### src/rtl/midi_interface_adapter.sv
// MIDI DIN receiver (UART 8N1) and channel-voice message parser.
// Optional feature macro: MIDI_RUNNING_STATUS_EN (running status for data bytes).
module midi_interface_adapter #(
  parameter int CLK_HZ = 12_000_000,
  parameter int BAUD   = 31_250
) (
  input  logic       sys_clk,
  input  logic       sys_rst,
  input  logic       MIDI_IN,
  output logic [7:0] MIDI_CMD,
  output logic [7:0] MIDI_DAT_0,
  output logic [7:0] MIDI_DAT_1,
  output logic       CMD_READY,
  output logic       DATA_READY
);
  localparam int BIT_CLKS = CLK_HZ / BAUD;
  localparam int CW = $clog2(BIT_CLKS);
  localparam logic [CW-1:0] HALF_LAST = CW'(BIT_CLKS / 2 - 1);
  localparam logic [CW-1:0] FULL_LAST = CW'(BIT_CLKS - 1);

`ifdef MIDI_RUNNING_STATUS_EN
  localparam bit RUNNING_STATUS = 1'b1;
`else
  localparam bit RUNNING_STATUS = 1'b0;
`endif

  typedef enum logic [1:0] {IDLE, START, DATA, STOP} rx_state_t;

  rx_state_t       state, state_nxt;
  logic [1:0]      sync;
  logic            rx, rx_prev;
  logic [CW-1:0]   cnt;
  logic [2:0]      bit_idx;
  logic [7:0]      shreg;
  logic            ferr;
  logic            byte_valid;
  logic            tick_half, tick_full;

  // NOTE: the synchronizer resets to the idle level so reset never fakes a start edge.
  always_ff @(posedge sys_clk) begin
    if (sys_rst) begin
      sync    <= 2'b11;
      rx_prev <= 1'b1;
    end else begin
      sync    <= {sync[0], MIDI_IN};
      rx_prev <= sync[1];
    end
  end
  assign rx = sync[1];

  always_ff @(posedge sys_clk) begin
    if (sys_rst) state <= IDLE;
    else         state <= state_nxt;
  end

  always_comb begin
    state_nxt = state;
    case (state)
      IDLE:  if (rx_prev && !rx) state_nxt = START;
      START: if (tick_half) state_nxt = rx ? IDLE : DATA;
      DATA:  if (tick_full && bit_idx == 3'd7) state_nxt = STOP;
      STOP:  if (ferr ? rx : (tick_full && rx)) state_nxt = IDLE;
      default: state_nxt = IDLE;
    endcase
  end

  // NOTE: every comb output gets a default first so no latch is inferred.
  always_comb begin
    tick_half = 1'b0;
    tick_full = 1'b0;
    if (state == START && cnt == HALF_LAST) tick_half = 1'b1;
    if ((state == DATA || state == STOP) && !ferr && cnt == FULL_LAST) tick_full = 1'b1;
  end

  // NOTE: sequential state uses non-blocking assignments only.
  always_ff @(posedge sys_clk) begin
    if (sys_rst) begin
      cnt        <= '0;
      bit_idx    <= '0;
      shreg      <= '0;
      ferr       <= 1'b0;
      byte_valid <= 1'b0;
    end else begin
      byte_valid <= 1'b0;
      cnt        <= (state == IDLE || tick_half || tick_full) ? '0 : cnt + 1'b1;
      if (state == IDLE) begin
        bit_idx <= '0;
        ferr    <= 1'b0;
      end
      if (state == DATA && tick_full) begin
        shreg   <= {rx, shreg[7:1]};
        bit_idx <= bit_idx + 3'd1;
      end
      if (state == STOP && tick_full) begin
        if (rx) byte_valid <= 1'b1;
        else    ferr       <= 1'b1;
      end
    end
  end

  logic [7:0] held;
  logic       idx;
  logic       hold_off;
  logic       one_byte;

  assign one_byte = (MIDI_CMD[7:4] == 4'hC) || (MIDI_CMD[7:4] == 4'hD);

  // Reset has priority over a byte arriving in the same cycle.
  always_ff @(posedge sys_clk) begin
    if (sys_rst) begin
      MIDI_CMD   <= 8'h00;
      MIDI_DAT_0 <= 8'h00;
      MIDI_DAT_1 <= 8'h00;
      CMD_READY  <= 1'b0;
      DATA_READY <= 1'b0;
      held       <= 8'h00;
      idx        <= 1'b0;
      hold_off   <= 1'b0;
    end else begin
      CMD_READY  <= 1'b0;
      DATA_READY <= 1'b0;
      if (byte_valid) begin
        if (shreg >= 8'hF8) begin
          // real-time: transparent to the parser
        end else if (shreg >= 8'hF0) begin
          MIDI_CMD <= 8'h00;
          idx      <= 1'b0;
        end else if (shreg[7]) begin
          MIDI_CMD  <= shreg;
          idx       <= 1'b0;
          hold_off  <= 1'b0;
          CMD_READY <= 1'b1;
        end else if (MIDI_CMD != 8'h00 && !hold_off) begin
          if (one_byte) begin
            MIDI_DAT_0 <= shreg;
            MIDI_DAT_1 <= 8'h00;
            DATA_READY <= 1'b1;
            hold_off   <= !RUNNING_STATUS;
          end else if (!idx) begin
            held <= shreg;
            idx  <= 1'b1;
          end else begin
            MIDI_DAT_0 <= held;
            MIDI_DAT_1 <= shreg;
            DATA_READY <= 1'b1;
            idx        <= 1'b0;
            hold_off   <= !RUNNING_STATUS;
          end
        end
      end
    end
  end
endmodule

### config.mk
export PLATFORM = sky130hd
export DESIGN_NAME = midi_interface_adapter
export DESIGN_NICKNAME = d
export VERILOG_FILES = /design/src/rtl/midi_interface_adapter.sv
export SDC_FILE = /design/constraint.sdc
export NUM_CORES = 1
export LEC_CHECK = 0
export ABC_AREA = 0
export CAP_MARGIN = 20
export CORE_ASPECT_RATIO = 1.5
export CORE_MARGIN = 4
export CORE_UTILIZATION = 50
export CTS_BUF_LIST = sky130_fd_sc_hd__clkbuf_16
export DETAILED_ROUTE_END_ITERATION = 8
export GPL_TIMING_DRIVEN = 1
export PLACE_DENSITY_LB_ADDON = 0.15
export SYNTH_ARGS = -nofsm -noshare
export SYNTH_HDL_FRONTEND = slang
export SYNTH_SLANG_ARGS = --single-unit
### constraint.sdc
create_clock -name sys_clk -period 1.5 [get_ports sys_clk]
set_input_delay 0.45 -clock sys_clk [delete_from_list [all_inputs] [get_ports sys_clk]]
set_output_delay 0.45 -clock sys_clk [all_outputs]
set_load 0.1 [all_outputs]
; ---- Yosys cells after proc, flatten, opt, wreduce, memory -nomap -nowiden
; Index checks and enable logic that the tools add are counted.
[word_totals]
elab_cells = 108
out_inout_bits = 26
register_bits = 62
[classes]
n_eq_ne = 13
n_addsub = 2
order_cmp = 2
n_reduce_logical = 34
n_bitwise = 8
n_mux = 33
[ops]
columns = operator, n
row1 = 8-bit 2-to-1 mux, 6
row2 = 1-bit 2-to-1 mux, 19
row3 = "8-bit greater-or-equal comparator, second input constant", 2
row4 = 2-bit 2-to-1 mux, 5
row5 = "9-bit by 1-bit adder with 9-bit output, second input constant", 1
row6 = "9-bit by 8-bit equality test with 1-bit output, second input constant", 1
row7 = "9-bit equality test, second input constant", 1
row8 = 1-bit logical AND, 9
row9 = "4-bit equality test, second input constant", 2
row10 = "2-bit != test, second input constant", 4
row11 = 1-bit inverter, 8
row12 = 2-bit one-hot mux with 4 select lines, 1
row13 = 4-bit AND reduction, 2
row14 = 2-bit nonzero test, 4
row15 = 8-bit nonzero test, 1
row16 = 7-bit AND reduction, 1
row17 = 3-bit 2-to-1 mux, 2
row18 = 6-bit AND reduction, 1
row19 = 3-bit nonzero test, 2
row20 = 6-bit OR reduction, 1
row21 = 5-bit AND reduction, 1
row22 = "2-bit equality test, second input constant", 2
row23 = 1-bit logical OR, 4
row24 = 2-bit OR reduction, 2
row25 = other kinds (8), 10

; ---- Logic depth before layout (Yosys ltp)
; Gate-level depths: netlist of run 1.
[logic_depth]
ltp_word = 9
ltp_mapped = 7
ltp_nobuf = 5

; ---- Least setup slack after synthesis of run 1
; OpenSTA, ideal clock, no wires.
[synth_timing]
path_kind = reg-to-reg
startpoint = register MIDI_CMD[5]
endpoint = register MIDI_DAT_1[1]
setup_ps = 70
t_arrival_ps = 2082
required_ps = 1430
setup_slack_ps = -652
period_less_slack_ps = 2152
stages_incl_launch_ff = 7
n_path_buf = 2
cell_sequence = dfxtp_1 > and3b_1 > buf_2 > nor2_1 > clkbuf_1 > o21ai_0 > a21oi_1
[synth_between]
elab_chain_cells = 4
word_cells_on_any_way = 8
[synth_lines]
columns = item, line
row1 = "start, declared", 10  ; output logic [7:0] MIDI_CMD,
row2 = "start signal, assigned", 129  ; MIDI_CMD <= shreg;
row3 = 4-bit equality test, 106  ; assign one_byte = (MIDI_CMD[7:4] == 4'hC) || (MIDI_CMD[7:4] == 4'hD);
row4 = 1-bit logical OR, 106
row5 = 2-bit nonzero test (no line), n/a
row6 = 6-bit AND reduction (no line), n/a
row7 = "end signal, assigned", 144  ; MIDI_DAT_1 <= shreg;
row8 = "end, declared", 12  ; output logic [7:0] MIDI_DAT_1,
; Parallel ways exist; a longest one is shown, timed or not.
; A chain may end at the register's enable or synchronous reset.

; ---- Worst setup path in the final report of run 1
[layout_timing]
startpoint = register MIDI_CMD[3]
endpoint = register MIDI_DAT_0[5]
[layout_between]
elab_chain_cells = 3
[layout_lines]
columns = item, line
row1 = 8-bit nonzero test, 133  ; end else if (MIDI_CMD != 8'h00 && !hold_off) begin
row2 = 1-bit logical AND, 133
row3 = 6-bit AND reduction (no line), n/a
row4 = "end signal, assigned", 135  ; MIDI_DAT_0 <= shreg;
row5 = "end signal, assigned", 143  ; MIDI_DAT_0 <= held;
row6 = "end, declared", 11  ; output logic [7:0] MIDI_DAT_0,
; Every way passes these cells.

==> results of run 1 <==
==> sequential cells by signal, indices dropped and copies added, names as in the netlist, 2 cells and up, named ones only <==
| register | flops |
|---|---|
| cnt | 9 |
| bit_idx | 3 |
| MIDI_DAT_0 | 7 |
| held | 7 |
| shreg | 8 |
| sync | 2 |
| MIDI_DAT_1 | 7 |
| MIDI_CMD | 8 |
==> area by class of cell <==
class,count,area (µm²)
Clock buffer,9,225.2
Clock inverter,7,58.81
Fill cell,341,1149
Inverter,11,41.29
Multi-Input combinational cell,195,1330
Sequential cell,60,1232
Tap cell,66,82.58
Timing Repair Buffer,64,807.0
==> cells by family after synthesis <==
group	synth area share [%]
compound gates	21.65
xor+xnor	2.363
fa+ha+maj	1.447
buf+inv	6.316
flops	46.29
mux	0.3857
other cells	0.1445
simple gates	21.41
==> synth_stat cells (all sizes together) (7+ instances only) <==
master	n	share of area, %
a22o	7	2.4
a221oi	7	4.1
inv	11	1.6
nand2	22	3.2
nand3b	9	2.6
a21oi	24	4.6
o21ai	18	3.6
dfxtp	60	46
clkbuf	17	2.5
nand3	21	4.1
buf	7	2.3
nor2	21	3.0
==> path summary, 6_finish.rpt <==
| path | depth (start not counted) | from | slack [ns] | to |
|---|---|---|---|---|
| max | 4 | MIDI_CMD[3] | -0.17 | MIDI_DAT_0[5] |
| max reg2reg | 4 | MIDI_CMD[3] | -0.17 | MIDI_DAT_0[5] |
| min | 1 | sync[0] | 0.43 | sync[1] |
| min reg2reg | 1 | sync[0] | 0.43 | sync[1] |
==> routing by layer <==
metal | GRT usage, % | vias up
li1 | - | 1140
met4 | 13.56 | 0
met5 | 0 | -
met3 | 6.308 | 19
met1 | 19.88 | 1169
met2 | 40.81 | 42
==> worst max-delay path, stage by stage (launching register included) <==
cell	delay, ns
dfxtp_4	0.33
or4_4	0.57
o211a_4	0.30
buf_8	0.15
a221oi_2	0.24
==> metrics by stage <==
step                      setup slack, ns  hold slack, ns  util, %  setup TNS [ns]  std cells
after floorplan                   -0.3056          0.3895        -          -5.802        290
after global placement            -0.2480          0.4074    68.35          -7.147        395
after detailed placement          -0.3029          0.4060    68.35          -9.464        395
after CTS                         -0.1596          0.4351    74.70          -2.864        411
after global routing              -0.2178          0.4485    76.68          -3.988        412
final                             -0.1738          0.4291    76.68          -2.813        412
==> report_power, final <==
group | internal, mW | switching (mW) | leakage (nW)
sequential | 1.59 | 0.00700 | 0.491
clock | 1.26 | 0.693 | 0.141
combinational | 0.0271 | 0.0596 | 0.738
total | 2.87 | 0.759 | 1.37
==> timing repair <==
| item | in CTS | in global routing |
|---|---|---|
| endpoints found under the setup margin | 24 | 54 |
| buffers inserted | 0 | 0 |
| gates cloned | 0 | 1 |
| pin swaps | 5 | 5 |
| gates resized for setup | 7 | 28 |
| hold buffers | 0 | 0 |
==> flow_summary_export.csv, run 1 <==
group,metric,value,unit
clock_tree,h-tree-depth,3,
timing,setup_viol,23,
grt,grt_max_degree,16,
worst_setup_path,worstSetupPathType,"flip-flop to flip-flop",
pwr,irDropWorstVdd,0.0009632,V
detailed_routing,postRouteAntennaNets,0,
grt,grt_overflow,0,
yosys,synthCells,289,
placement,dp_hpwl,4592,µm
clock_tree,clk_pin_slew_worst_paths,0.05,ns
floorplan,num_rows,31,
timing,setup_ws,-0.1738,ns
hold_path,min_path_type,"flip-flop to flip-flop",
timing,skew,0.003693,ns
floorplan,ios,29,
detailed_routing,top_layer_used,"met4",
detailed_routing,wirelength_met1,2384,µm
clock_tree,root_buffer,"clkbuf_16",
detailed_routing,via_count,2370,
detailed_routing,drc,0,
outcome,status,"finished with violations",
timing,slew_violations,0,
floorplan,chipWidth,66.82,µm
worst_setup_path,critical_path.max_fanout,7,
detailed_routing,drt_wl_total,6586,µm
grt,grt_pass1_vias,2340,
timing,tightestPinTransition,0.6194,ns
layout,area_growth,45.56,%
detailed_routing,wl_per_cell,15.99,µm
clock_tree,cts_tree,"built",
grt,gr-usage-all-layers,21.74,%
yosys,async_flop_share,0,%
worst_setup_path,cp-end-kind,"flip-flop",
detailed_routing,drtIter0Drc,131,
pwr,power.total,3.632,mW
yosys,syn_area_per_cell,8.979,µm²
layout,final_area,3777,µm²
timing,min_period_over_period,111.6,%
outcome,violations,"setup timing",
placement,postPlaceCellArea,3367,µm²
layout,final_common_cell,"dfxtp_1",
clock_tree,clkSinkCount,60,
floorplan,initial_core_util,52.68,%
layout,antenna_cells,0,
yosys,yosysSeqAreaShare,46.29,%
detailed_routing,wl_met3,196,µm
layout,most-common-layout-cells,"dfxtp_1, buf_4, buf_12",
worst_setup_path,crit_arrival,1.91,ns
timing,period_needed,1.674,ns
yosys,ys.flop_type,"dfxtp_1",
floorplan,die_y,96.23,µm
yosys,synth.distinct_cells,48,
yosys,ys_warn_count,0,
detailed_routing,routed_via_density,5.752,
timing,fmax,597.4,MHz
grt,antenna_found_initial,0,
timing,hold_viol_final,0,
placement,io_buffers,26,
clock_tree,cts_buffer_depth,2,
placement,finalWeightedCongestion,0.8217,
pwr,powerDensity,961.6,nW/µm²
clock_tree,cts_buffers,9,
yosys,synth_edf_count,0,
yosys,synth-seq-cells,60,
detailed_routing,wl_met2,3750,µm
pwr,cellLeakagePower,1.371,nW
timing,relSlewSlack,58.66,%
layout,layout-drive-gt1-share,33.82,%
worst_setup_path,start_kind,"flip-flop",
floorplan,core,4926,µm²
clock_tree,clock_latency,0.33,ns
detailed_routing,dr.pass1.iters,5,
job,maxCapViolCount,0,
floorplan,die_area,6430,µm²
timing,rsz0062_at_grt,"yes",
worst_setup_path,required,1.74,ns
grt,grt_first_pass_wirelength,10390,µm
layout,layout.nets,347,
yosys,syn-cell-area,2595,µm²
No activity file was read; power rests on OpenSTA's default activity.
==> inputs of run 2 (changes only) <==
--- a/config.mk
+++ b/config.mk
@@ -14,6 +14,7 @@
 export DETAILED_ROUTE_END_ITERATION = 8
 export GPL_TIMING_DRIVEN = 1
 export PLACE_DENSITY_LB_ADDON = 0.15
+export SKIP_LAST_GASP = 1
 export SYNTH_ARGS = -nofsm -noshare
 export SYNTH_HDL_FRONTEND = slang
 export SYNTH_SLANG_ARGS = --single-unit
==> constraint.sdc (replaced) <==
create_clock -name sys_clk -period 1.5 [get_ports sys_clk]
set_input_delay 0.45 -clock sys_clk [delete_from_list [all_inputs] [get_ports sys_clk]]
set_output_delay 0.45 -clock sys_clk [all_outputs]
set_load 0.02 [all_outputs]
==> flow_summary_export.csv, run 2 (same netlist as run 1, synthesis figures left out) <==
group,metric,value,unit
outcome,status,"finished with violations",
outcome,violations,"setup timing",
grt,antenna_found_initial,0,
worst_setup_path,required,1.72,ns
timing,slew_violations,0,
timing,skew,0.006529,ns
clock_tree,cts_buffer_depth,2,
grt,gr-usage-all-layers,21.22,%
grt,grt_max_degree,16,
pwr,irDropWorstVdd,0.0009474,V
layout,antenna_cells,0,
pwr,intPower,3.057,mW
timing,setup_ws,-0.1683,ns
clock_tree,clk_pin_slew_worst_paths,0.05,ns
layout,most-common-layout-cells,"dfxtp_1, buf_4, a21oi_1",
clock_tree,cts_setup_buffers,0,
pwr,power.total,3.780,mW
detailed_routing,drt_wl_total,6249,µm
pwr,switching_share,19.13,%
timing,relSlewSlack,66.38,%
clock_tree,clock_latency,0.33,ns
hold_path,min_path_type,"flip-flop to flip-flop",
pwr,cellLeakagePower,1.374,nW
timing,setup_viol,24,
pwr,p_clk_share,55.7,%
clock_tree,h-tree-depth,3,
clock_tree,hold_buffers,0,
layout,final_common_cell,"dfxtp_1",
placement,post-place-ws,-0.2106,ns
clock_tree,cts_tree,"built",
clock_tree,clkSinkCount,60,
clock_tree,cts_buffers,9,
placement,finalWeightedCongestion,0.7939,
placement,dp_hpwl,4290,µm
floorplan,core,4926,µm²
grt,grt_first_pass_wirelength,10210,µm
timing,rsz0062_at_grt,"yes",
floorplan,chipWidth,66.82,µm
layout,n_fill_cell,421,
worst_setup_path,cp-end-kind,"flip-flop",
worst_setup_path,start_kind,"flip-flop",
layout,largest_register_ffs,9,
floorplan,die_area,6430,µm²
floorplan,num_rows,31,
timing,fmax,599.4,MHz
hold_path,min-delay-start,"sync[0]",
detailed_routing,wl_per_cell,14.99,µm
timing,hold_viol_final,0,
timing,period_needed,1.668,ns
pwr,powerDensity,1087,nW/µm²
layout,area_growth,34.04,%
worst_setup_path,crit_arrival,1.89,ns
layout,layout-drive-gt1-share,26.50,%
floorplan,initial_core_util,52.68,%
worst_setup_path,cp-startpoint,"MIDI_CMD[7]",
floorplan,die_y,96.23,µm
placement,io_buffers,26,
timing,tightestPinTransition,0.5036,ns
detailed_routing,dr.pass1.iters,4,
worst_setup_path,regToRegStartpoint,"MIDI_CMD[7]",
detailed_routing,drc,0,
detailed_routing,drtIter0Drc,137,
grt,grt_pass1_vias,2195,
pwr,power_switching,0.7233,mW
worst_setup_path,critical_path.max_fanout,3,
clock_tree,root_buffer,"clkbuf_16",
worst_setup_path,worstSetupPathType,"flip-flop to flip-flop",
layout,reg.largest.list,"cnt: 9 flops, MIDI_CMD: 8 flops, shreg: 8 flops",
pwr,sequentialPowerShare,42.4,%
detailed_routing,routed_via_density,5.616,
timing,min_period_over_period,111.2,%
floorplan,ios,29,
layout,regMostFlops,"cnt",
detailed_routing,postRouteAntennaNets,0,
pwr,comb_power_share,1.8,%
job,maxCapViolCount,0,
grt,grt_overflow,0,
detailed_routing,via_count,2342,
layout,layout.nets,352,
## run 2: layout make-up
| cell class | count | area [µm²] | share of cell area (%) |
|---|---|---|---|
| Multi-Input combinational cell | 195 | 1271 | 36.55 |
| Inverter | 11 | 41.29 | 1.187 |
| Timing Repair Buffer | 69 | 566.8 | 16.29 |
| Sequential cell | 60 | 1209 | 34.75 |
| Tap cell | 66 | 82.58 | 2.374 |
| Clock buffer | 9 | 225.2 | 6.475 |
| Clock inverter | 7 | 82.58 | 2.374 |
## run 2: path summary, 6_finish.rpt
kind         endpoint  slack [ns]  depth (start not counted)
min reg2reg   sync[1]        0.41                          1
max           held[1]       -0.17                          5
min           sync[1]        0.41                          1
max reg2reg   held[1]       -0.17                          5
## run 2: critical path: stages, from the launching register on
cell and delay [ns]:
dfxtp_4 0.33, or4_4 0.53, buf_6 0.14, o211ai_4 0.20
nor3_1 0.09, a31o_2 0.26
## run 2: routing by layer
layer / wire length, µm / vias up / global-route usage, %
li1: - / 1150 / -
met1: 2400 / 1113 / 22.32
met2: 3364 / 62 / 37.83
met3: 279 / 17 / 5.958
met4: 205 / 0 / 10.85
met5: 0 / - / 0
## run 2: power groups by stage
stage | registers (mW) | clock network, mW | logic (mW)
2_1_floorplan | 1.63 | 0 | 0.0449
3_3_place_gp | 1.64 | 0 | 0.0688
3_5_place_dp | 1.64 | 0 | 0.0695
4_1_cts | 1.60 | 2.14 | 0.0700
5_1_grt | 1.60 | 2.22 | 0.0775
6_report | 1.60 | 2.11 | 0.0699
## run 2: per-stage QoR
stage | hold WS [ns] | area (µm²) | std cells | TNS [ns] | util, %
after floorplan | 0.3895 | 2606 | 290 | -2.927 | -
after global placement | 0.4049 | 3154 | 400 | -6.254 | 64.03
after detailed placement | 0.4000 | 3154 | 400 | -6.957 | 64.03
after CTS | 0.4163 | 3468 | 416 | -2.752 | 70.41
after global routing | 0.4245 | 3478 | 417 | -4.387 | 70.61
final | 0.4126 | 3478 | 417 | -3.039 | 70.61
## run 2: repair_timing
action / 4_1_cts / 5_1_grt
cloned: 0 / 1
setup endpoints to repair: 48 / 51
resized for setup: 43 / 17
pin swaps: 8 / 6
